## config.mk

```make
export PLATFORM = sky130hd
export DESIGN_NAME = mult_div_unit
export DESIGN_NICKNAME = d
export VERILOG_FILES = /design/src/rtl/mult_div_unit.sv
export SDC_FILE = /design/constraint.sdc
export NUM_CORES = 1
export LEC_CHECK = 0
export CAP_MARGIN = 20
export CELL_PAD_IN_SITES_DETAIL_PLACEMENT = 2
export CELL_PAD_IN_SITES_GLOBAL_PLACEMENT = 2
export CORE_MARGIN = 2
export CORE_UTILIZATION = 39
export CTS_BUF_LIST = sky130_fd_sc_hd__clkbuf_8
export DETAILED_ROUTE_END_ITERATION = 12
export GPL_ROUTABILITY_DRIVEN = 1
export PLACE_DENSITY = 0.86
export REMOVE_ABC_BUFFERS = 1
export SLEW_MARGIN = 20
export SYNTH_ARGS = -nofsm -noshare
export SYNTH_HDL_FRONTEND = slang
export SYNTH_SLANG_ARGS = --single-unit
```

## constraint.sdc

```tcl
create_clock -name clk -period 18.35 [get_ports clk]
set_input_delay 3.67 -clock clk [delete_from_list [all_inputs] [get_ports clk]]
set_output_delay 3.67 -clock clk [all_outputs]
set_load 0.05 [all_outputs]
```

## src/rtl/mult_div_unit.sv

```systemverilog
// rtl/mult_div_unit.sv - iterative radix-2 32-bit multiply/divide unit producing HI/LO
//
// Ports:
//   clk, reset          rising-edge clock, asynchronous active-high reset
//   start, op           launch request (taken only when idle) and operation
//                       00=MULT 01=MULTU 10=DIV 11=DIVU
//   inp1, inp2          multiplicand/dividend, multiplier/divisor
//   busy                operation in progress
//   done, div_by_zero   one-cycle completion pulse and divide-by-zero flag
//   hi, lo              product upper/lower, or remainder/quotient
module mult_div_unit #(
  parameter int WIDTH = 32
) (
  input  logic             clk,
  input  logic             reset,
  input  logic             start,
  input  logic [1:0]       op,
  input  logic [WIDTH-1:0] inp1,
  input  logic [WIDTH-1:0] inp2,
  output logic             busy,
  output logic             done,
  output logic             div_by_zero,
  output logic [WIDTH-1:0] hi,
  output logic [WIDTH-1:0] lo
);

  localparam int CW = $clog2(WIDTH);

  typedef enum logic [1:0] {IDLE, CALC, FIX} state_t;

  state_t               state;
  logic [CW-1:0]        count;
  logic                 is_div;
  logic                 neg_res;
  logic                 neg_rem;
  logic                 dz;
  logic [WIDTH-1:0]     operand;   // multiplicand magnitude, or divisor magnitude
  logic [WIDTH-1:0]     orig_a;    // unmodified inp1, returned as hi on divide by zero
  logic [2*WIDTH-1:0]   acc;       // {partial product | remainder, multiplier | quotient}

  logic                 neg1, neg2;
  logic [WIDTH-1:0]     abs1, abs2;
  logic [WIDTH:0]       mul_sum;
  logic [WIDTH:0]       div_shift;
  logic [WIDTH:0]       div_diff;
  logic [2*WIDTH-1:0]   acc_next;
  logic [2*WIDTH-1:0]   prod_fix;
  logic [WIDTH-1:0]     quo_fix;
  logic [WIDTH-1:0]     rem_fix;

  // Magnitudes of the incoming operands; signed ops are those with op[0]=0.
  always_comb begin
    neg1 = ~op[0] & inp1[WIDTH-1];
    neg2 = ~op[0] & inp2[WIDTH-1];
    abs1 = neg1 ? (~inp1 + 1'b1) : inp1;
    abs2 = neg2 ? (~inp2 + 1'b1) : inp2;
  end

  // One iteration of shift-add (multiply, LSB first) or restoring shift-subtract (divide).
  always_comb begin
    mul_sum   = {1'b0, acc[2*WIDTH-1:WIDTH]} + (acc[0] ? {1'b0, operand} : '0);
    div_shift = acc[2*WIDTH-1:WIDTH-1];
    div_diff  = div_shift - {1'b0, operand};
    if (!is_div)
      acc_next = {mul_sum, acc[WIDTH-1:1]};
    else if (div_diff[WIDTH])
      acc_next = {div_shift[WIDTH-1:0], acc[WIDTH-2:0], 1'b0};
    else
      acc_next = {div_diff[WIDTH-1:0], acc[WIDTH-2:0], 1'b1};
  end

  // Sign correction applied in the FIX cycle.
  always_comb begin
    prod_fix = neg_res ? (~acc + 1'b1) : acc;
    quo_fix  = neg_res ? (~acc[WIDTH-1:0] + 1'b1) : acc[WIDTH-1:0];
    rem_fix  = neg_rem ? (~acc[2*WIDTH-1:WIDTH] + 1'b1) : acc[2*WIDTH-1:WIDTH];
  end

  always_ff @(posedge clk or posedge reset) begin
    if (reset) begin
      state       <= IDLE;
      count       <= '0;
      is_div      <= 1'b0;
      neg_res     <= 1'b0;
      neg_rem     <= 1'b0;
      dz          <= 1'b0;
      operand     <= '0;
      orig_a      <= '0;
      acc         <= '0;
      busy        <= 1'b0;
      done        <= 1'b0;
      div_by_zero <= 1'b0;
      hi          <= '0;
      lo          <= '0;
    end else begin
      case (state)
        IDLE: begin
          done        <= 1'b0;
          div_by_zero <= 1'b0;
          if (start) begin
            is_div  <= op[1];
            neg_res <= neg1 ^ neg2;
            neg_rem <= neg1;
            dz      <= op[1] & (inp2 == '0);
            orig_a  <= inp1;
            operand <= op[1] ? abs2 : abs1;
            acc     <= {{WIDTH{1'b0}}, (op[1] ? abs1 : abs2)};
            count   <= '0;
            busy    <= 1'b1;
            state   <= CALC;
          end
        end
        CALC: begin
          acc   <= acc_next;
          count <= count + 1'b1;
          if (count == CW'(WIDTH - 1))
            state <= FIX;
        end
        FIX: begin
          if (!is_div) begin
            hi <= prod_fix[2*WIDTH-1:WIDTH];
            lo <= prod_fix[WIDTH-1:0];
          end else if (dz) begin
            hi <= orig_a;
            lo <= '1;
          end else begin
            hi <= rem_fix;
            lo <= quo_fix;
          end
          div_by_zero <= dz;
          done        <= 1'b1;
          busy        <= 1'b0;
          state       <= IDLE;
        end
        default: state <= IDLE;
      endcase
    end
  end

endmodule

```

==> results of run 1 <==
state kept, by name, summed over array words and instances, names as in the netlist:
signal       count
state            2
busy             1
div_by_zero      1
hi              32
count            5
done             1
operand         32
neg_rem          1
acc             64
lo              32
orig_a          32
is_div           1
neg_res          1
dz               1
worst paths after layout:
path	start	to	depth (start not counted)
max in group asynchronous	reset	is_div	4
hold / removal	hi[12]	hi[12]	2
min in group asynchronous	reset	acc[40]	2
hold reg to reg	hi[12]	hi[12]	2
setup / recovery	inp2[3]	acc[30]	11
setup reg to reg	acc[0]	acc[61]	14
logic make-up after synthesis:
family                     Yosys count  synth area share
AOI/OAI and AO/OA                  619             0.226
xor gates and xnor gates           185            0.0988
adders and majority gates           72            0.0558
buffers and inverters              202            0.0477
DFF                                206             0.314
muxes                              100            0.0619
and+or+nand+nor                    727             0.196
stage by stage:
step / total power [W] / cell area, um2 / hold slack [ps] / std cells
floorplan: 0.00267 / 15900 / 440 / 1973
global placement: 0.00333 / 18100 / 451 / 2669
CTS: 0.00407 / 18900 / 476 / 2743
global route: 0.00437 / 18900 / 502 / 2745
finish: 0.00410 / 18900 / 466 / 2746
detailed placement: 0.00348 / 18100 / 463 / 2669
power groups by stage:
stage                     Combinational (W)  Sequential [W]  Clock (W)
after floorplan                     0.00162         0.00105          0
after global placement              0.00239        0.000942          0
after detailed placement            0.00253        0.000959          0
after CTS                           0.00260        0.000962   0.000507
after global routing                0.00285        0.000996   0.000523
final                               0.00263        0.000974   0.000498
layout make-up:
class	count	area share
antenna	3	0.000397
clock buffer	52	0.0378
clock inverter	22	0.00549
inverter	64	0.0131
multi-input combinational	1703	0.555
sequential	206	0.273
tap	539	0.0356
timing repair buffer	157	0.0798
synth_stat cells (11+ instances only):
master	n
a211oi_1	21
a21o_1	30
a21oi_1	181
a22oi_1	21
buf_1	15
clkbuf_1	116
dfrtp_1	206
ha_1	70
inv_1	62
mux2_2	11
mux2i_1	89
nand2_1	332
nand2b_1	15
nand3_1	17
nand4_1	11
nor2_1	206
nor2b_1	21
nor3_1	36
o211ai_1	15
o21a_1	12
o21ai_0	214
o21bai_1	12
o31ai_1	27
or3_1	27
or4_1	14
xnor2_1	101
xor2_1	84
worst reg2reg max path, cell delays in order, from the launching register on:
cell,delay (ps)
dfrtp_1,460
inv_1,250
buf_4,410
nor2_1,110
ha_1,350
nor2b_1,210
o31a_1,320
o2111ai_1,210
nand2_1,160
o21ai_0,380
a21oi_1,180
a221oi_1,600
o41ai_1,280
xor2_1,190
a221o_1,350
layer usage:
layer	GRT usage	vias to the layer above
li1	-	7535
met1	0.410	8753
met2	0.566	542
met3	0.0493	191
met4	0.147	2
met5	0	-
==> flow_metrics.py, run 1 <==
metrics = {
    "floorplan": {
        "start_util": 0.393,
        "rows": 75,
        "die_w_um": 209,
        "io_pins": 136,
        "dieArea_mm2": 0.0437,
        "coreArea_mm2": 0.0418,
        "fp.dieH_um": 209,
    },
    "global_routing": {
        "grt_usage": 0.330,
        "grt_max_degree": 84,
        "grt_pass1_vias": 18900,
        "grt-ovfl-total": 0,
        "grt_pass1_wl_um": 113000,
        "grt_antenna_before_repair": 4,
    },
    "outcome": {
        "status": "finished clean",
    },
    "finish": {
        "synthToLayoutAreaGrowth_pct": 15.4,
        "layout_commonest_cell": "nand2_1",
        "register_area_mm2": 0.00516,
        "final_cell_mix": "332 x nand2_1, 214 x o21ai_0, 205 x nor2_1",
        "fin_nets": 2314,
        "multi_input_area_mm2": 0.0105,
        "layout-drive-gt1-share": 0.0554,
        "post-route-util": 0.453,
        "fillCellCount": 4699,
    },
    "routing": {
        "wl_met1_um": 30600,
        "drt-total-wl_um": 72300,
        "viasPerCell": 6.20,
        "drtAntennaViolNets": 0,
        "wl_met3_um": 3360,
        "wl_met2_um": 35100,
        "post_drt_wl_per_cell_um": 26.3,
        "drt_pass1_iterations": 5,
        "drc": 0,
        "top_layer_used": "met5",
        "drtIter0Drc": 980,
        "via_count": 17000,
    },
    "power": {
        "p_sw_w": 0.00219,
        "ir_drop_mv": 0.118,
        "power.density_mw_per_mm2": 216,
        "comb_power_share": 0.641,
        "p_int_w": 0.00190,
        "seqPwrFrac": 0.238,
        "p_leak_nw": 8.11,
        "power.share.clock": 0.121,
        "netSwitchingFraction": 0.536,
    },
    "sta": {
        "worst_slack_ps": 11260,
        "slew_violations": 0,
        "min_period_ps": 7090,
        "finalSetupTns_ps": 0,
        "clock_skew_ps": 41.1,
        "timing.fmax_ghz": 0.141,
        "post-route-period-util": 0.386,
        "slew_headroom": 0.214,
        "tightest_slew_ps": 1180,
        "rsz0062_at_grt": "false",
        "setup_violations": 0,
        "hold_violations": 0,
    },
    "run": {
        "drv_cap": 0,
    },
    "clock_tree": {
        "htreeDepth": 2,
        "cts-buffers-inserted": 41,
        "post_cts_buffers": 0,
        "cts_tree": "yes",
        "clockRootBuffer": "clkbuf_8",
        "clock_latency_ps": 640,
        "clkTransAtPathRegs_ps": 70,
        "clock_path_buffers": 3,
        "cts_resized": 0,
        "hold_buffers": 0,
        "cts.sinks": 206,
    },
    "worst_setup_path": {
        "cp_max_fo": 5,
        "path_cells": "clkdlybuf4s50_1, nor4_1, nand4_1, or3_1, nor3_1, a21oi_1, xor2_1, nor2_1, a21oi_1, a21oi_1, o21ai_0",
        "cp_data_arrival_time_ps": 7570,
        "critPathLaunchType": "input port",
        "end_kind": "register",
        "r2r_slack_ps": 13760,
        "path_common_cell": "a21oi_1",
        "max_stage_delay_ps": 710,
        "cpLargestDelayFamily": "simple AND/OR/NAND/NOR gates",
        "cp_slowest_cell": "nor4_1",
        "crit_buf_inv": 1,
        "crit_type": "input port to register",
        "critPathRequiredTime_ps": 18830,
    },
    "yosys": {
        "synth.avg_cell_area_um2": 7.77,
        "netlist_top_cells_area": "dfrtp_1 31%, nand2_1 7.6%, o21ai_0 6.5%",
        "synth_seq_area_share": 0.314,
        "syn_area_mm2": 0.0164,
        "yosysUniqueCellTypes": 67,
        "synth_top_area_cell": "dfrtp_1",
        "syn_inst": 2111,
        "synth-edff-count": 0,
        "async_reset_ff_frac": 1.00,
        "yosysWarnings": 0,
        "synth_top_area_frac": 0.314,
        "synth-main-ff-cell": "dfrtp_1",
        "synth-seq-cells": 206,
    },
    "placed_design": {
        "gp_congestion": 0.898,
        "dp_slack_ps": 10950,
        "post-dp-hpwl_um": 48600,
        "io_buffer_count": 135,
    },
    "min_path": {
        "min-delay-path-class": "register to register",
    },
}
Note: power is estimated with default switching activity, not from simulation.
==> run 2, diff against run 1 <==
--- a/config.mk
+++ b/config.mk
@@ -9,11 +9,11 @@
 export CELL_PAD_IN_SITES_DETAIL_PLACEMENT = 2
 export CELL_PAD_IN_SITES_GLOBAL_PLACEMENT = 2
 export CORE_MARGIN = 2
-export CORE_UTILIZATION = 39
+export CORE_UTILIZATION = 33
 export CTS_BUF_LIST = sky130_fd_sc_hd__clkbuf_8
 export DETAILED_ROUTE_END_ITERATION = 12
 export GPL_ROUTABILITY_DRIVEN = 1
-export PLACE_DENSITY = 0.86
+export PLACE_DENSITY = 0.77
 export REMOVE_ABC_BUFFERS = 1
 export SLEW_MARGIN = 20
 export SYNTH_ARGS = -nofsm -noshare
==> constraint.sdc (replaced) <==
create_clock -name clk -period 6.06 [get_ports clk]
set_input_delay 1.212 -clock clk [delete_from_list [all_inputs] [get_ports clk]]
set_output_delay 1.212 -clock clk [all_outputs]
set_load 0.05 [all_outputs]
==> run 2 against run 1 <==
Largest cell class unchanged. Critical path type is now register to register. Combinational power increased to 2.9 times the previous value. Sequential share of layout area down 0.32 points. Non-clock buffer count decreased by 1. Core utilization shrank 6.3 points. Clock power grew to 3.2 times the previous value. Setup slack got worse by 9700 ps. Sequential power grew to 3.0 times the previous value. Via count shrank 5.4%. First-iteration DRC count fell by 26%. Global-route usage fell by 6.8 points. Highest routed layer unchanged. Worst hold slack about the same. Critical endpoint is now hi[19]. Final cell count rose by 4.4%.
==> flow_metrics.py, run 2 (synthesized netlist as in run 1, its figures left out) <==
metrics = {
    "outcome": {
        "status": "finished clean",
    },
    "global_routing": {
        "grtUsageMet1": 0.344,
        "grt_usage": 0.262,
        "grt_max_degree": 115,
        "grt_antenna_before_repair": 6,
        "gr-usage-met2": 0.435,
        "grt_pass1_wl_um": 104000,
        "met3_usage": 0.0434,
        "grt_pass1_vias": 17400,
        "grt-ovfl-total": 0,
        "top_usage_layer": "met2",
    },
    "sta": {
        "tightest_slew_ps": 1140,
        "min_period_ps": 4480,
        "hold_violations": 0,
        "setup_violations": 0,
        "clock_skew_ps": 30.1,
        "post-route-period-util": 0.739,
        "finalSetupTns_ps": 0,
        "worst_slack_ps": 1580,
        "slew_violations": 0,
        "rsz0062_at_grt": "false",
        "timing.fmax_ghz": 0.223,
        "slew_headroom": 0.238,
    },
    "power": {
        "power.density_mw_per_mm2": 640,
        "ir_drop_mv": 0.294,
        "p_leak_nw": 8.12,
        "total_power_w": 0.0123,
    },
    "routing": {
        "via_count": 16100,
        "drtAntennaViolNets": 0,
        "drtIter0Drc": 721,
        "drt-total-wl_um": 66800,
        "drt_pass1_iterations": 5,
        "drc": 0,
        "viasPerCell": 5.61,
        "post_drt_wl_per_cell_um": 23.3,
    },
    "worst_setup_path": {
        "crit_type": "register to register",
        "cp_max_fo": 13,
        "end_kind": "register",
        "r2r_slack_ps": 1580,
        "critPathRequiredTime_ps": 6530,
        "r2r_start": "acc[0]",
        "cp_data_arrival_time_ps": 4940,
        "r2r_end": "hi[19]",
        "critPathLaunchType": "register",
        "r2r_cells": 9,
    },
    "finish": {
        "fin_nets": 2313,
        "largest_register_ffs": 64,
        "largest_register": "acc",
        "layout_commonest_cell": "nand2_1",
        "final_cell_mix": "332 x nand2_1, 214 x o21ai_0, 205 x nor2_1",
        "synthToLayoutAreaGrowth_pct": 16.8,
        "layout-drive-gt1-share": 0.0559,
    },
    "clock_tree": {
        "htreeDepth": 2,
        "clock_latency_ps": 640,
        "post_cts_buffers": 0,
        "cts.sinks": 206,
        "cts_resized": 0,
        "clkTransAtPathRegs_ps": 70,
        "cts_tree": "yes",
        "clockRootBuffer": "clkbuf_8",
        "clock_path_buffers": 3,
        "cts-buffers-inserted": 41,
        "hold_buffers": 0,
    },
    "run": {
        "drv_cap": 0,
    },
    "placed_design": {
        "post-dp-hpwl_um": 49100,
        "io_buffer_count": 135,
        "gp_congestion": 0.884,
        "dp_slack_ps": 1150,
    },
    "floorplan": {
        "start_util": 0.334,
        "rows": 81,
        "die_w_um": 227,
        "coreArea_mm2": 0.0491,
        "fp.dieH_um": 227,
        "io_pins": 136,
        "dieArea_mm2": 0.0515,
    },
    "min_path": {
        "holdPathEnd": "hi[12]",
        "worstHoldStart": "hi[12]",
        "min-delay-path-class": "register to register",
        "min_path_cells": 2,
    },
}
## run 2: changes by cell type in the layout (fill, tap and decap cells not counted)
cell,change
clkbuf_8,+3
clkinv_2,-3
inv_1,-3
buf_4,-2
clkinv_8,+2
buf_12,+1
bufinv_16,+1
clkinvlp_4,+1
diode_2,-1
inv_6,-1
inv_8,-1
## run 2: worst max path at each step
stage / start / endpoint / slack [ps] / cells after the start
finish: acc[0] / hi[19] / 1580 / 9
global route: acc[0] / acc[61] / 1380 / 13
CTS: acc[0] / hi[19] / 1670 / 9
detailed placement: inp2[3] / acc[30] / 1150 / 11
global placement: inp2[3] / acc[27] / 1280 / 10
floorplan: start / operand[11] / -1240 / 3
## run 2: critical path, stage by stage, from the launching register on
cell and delay, ps:
dfrtp_1 430, inv_1 550, nand2_1 250, or4_1 690, or4_1 690, nand2b_1 550, o31ai_1 430, xnor2_1 90
o21ai_0 440, o21ai_0 160
## run 2: per-stage QoR
step / cell area (um2) / std cells / hold slack [ps] / utilization
floorplan: 15900 / 1973 / 440 / -
global placement: 18300 / 2793 / 451 / 0.372
detailed placement: 18300 / 2793 / 463 / 0.372
CTS: 19200 / 2866 / 476 / 0.390
global route: 19200 / 2868 / 497 / 0.391
finish: 19200 / 2868 / 466 / 0.391
## run 2: power breakdown
part           internal (W)  switching (W)
logic               0.00298        0.00477
clock network      0.000857       0.000751
registers           0.00200       0.000901
total               0.00583        0.00642
## run 2: final cells by class
cell class | instances | area [um2]
Clock inverter | 18 | 128
Inverter | 64 | 248
Tap cell | 664 | 831
Timing Repair Buffer | 156 | 1520
Clock buffer | 55 | 757
Sequential cell | 206 | 5160
Antenna cell | 2 | 5.00
Fill cell | 5679 | 29900
Multi-Input combinational cell | 1703 | 10500
## run 2: routing by layer
metal,vias up,share of wire
li1,7541,-
met5,-,0.00045
met1,8200,0.46
met2,237,0.47
met4,4,0.032
met3,121,0.039
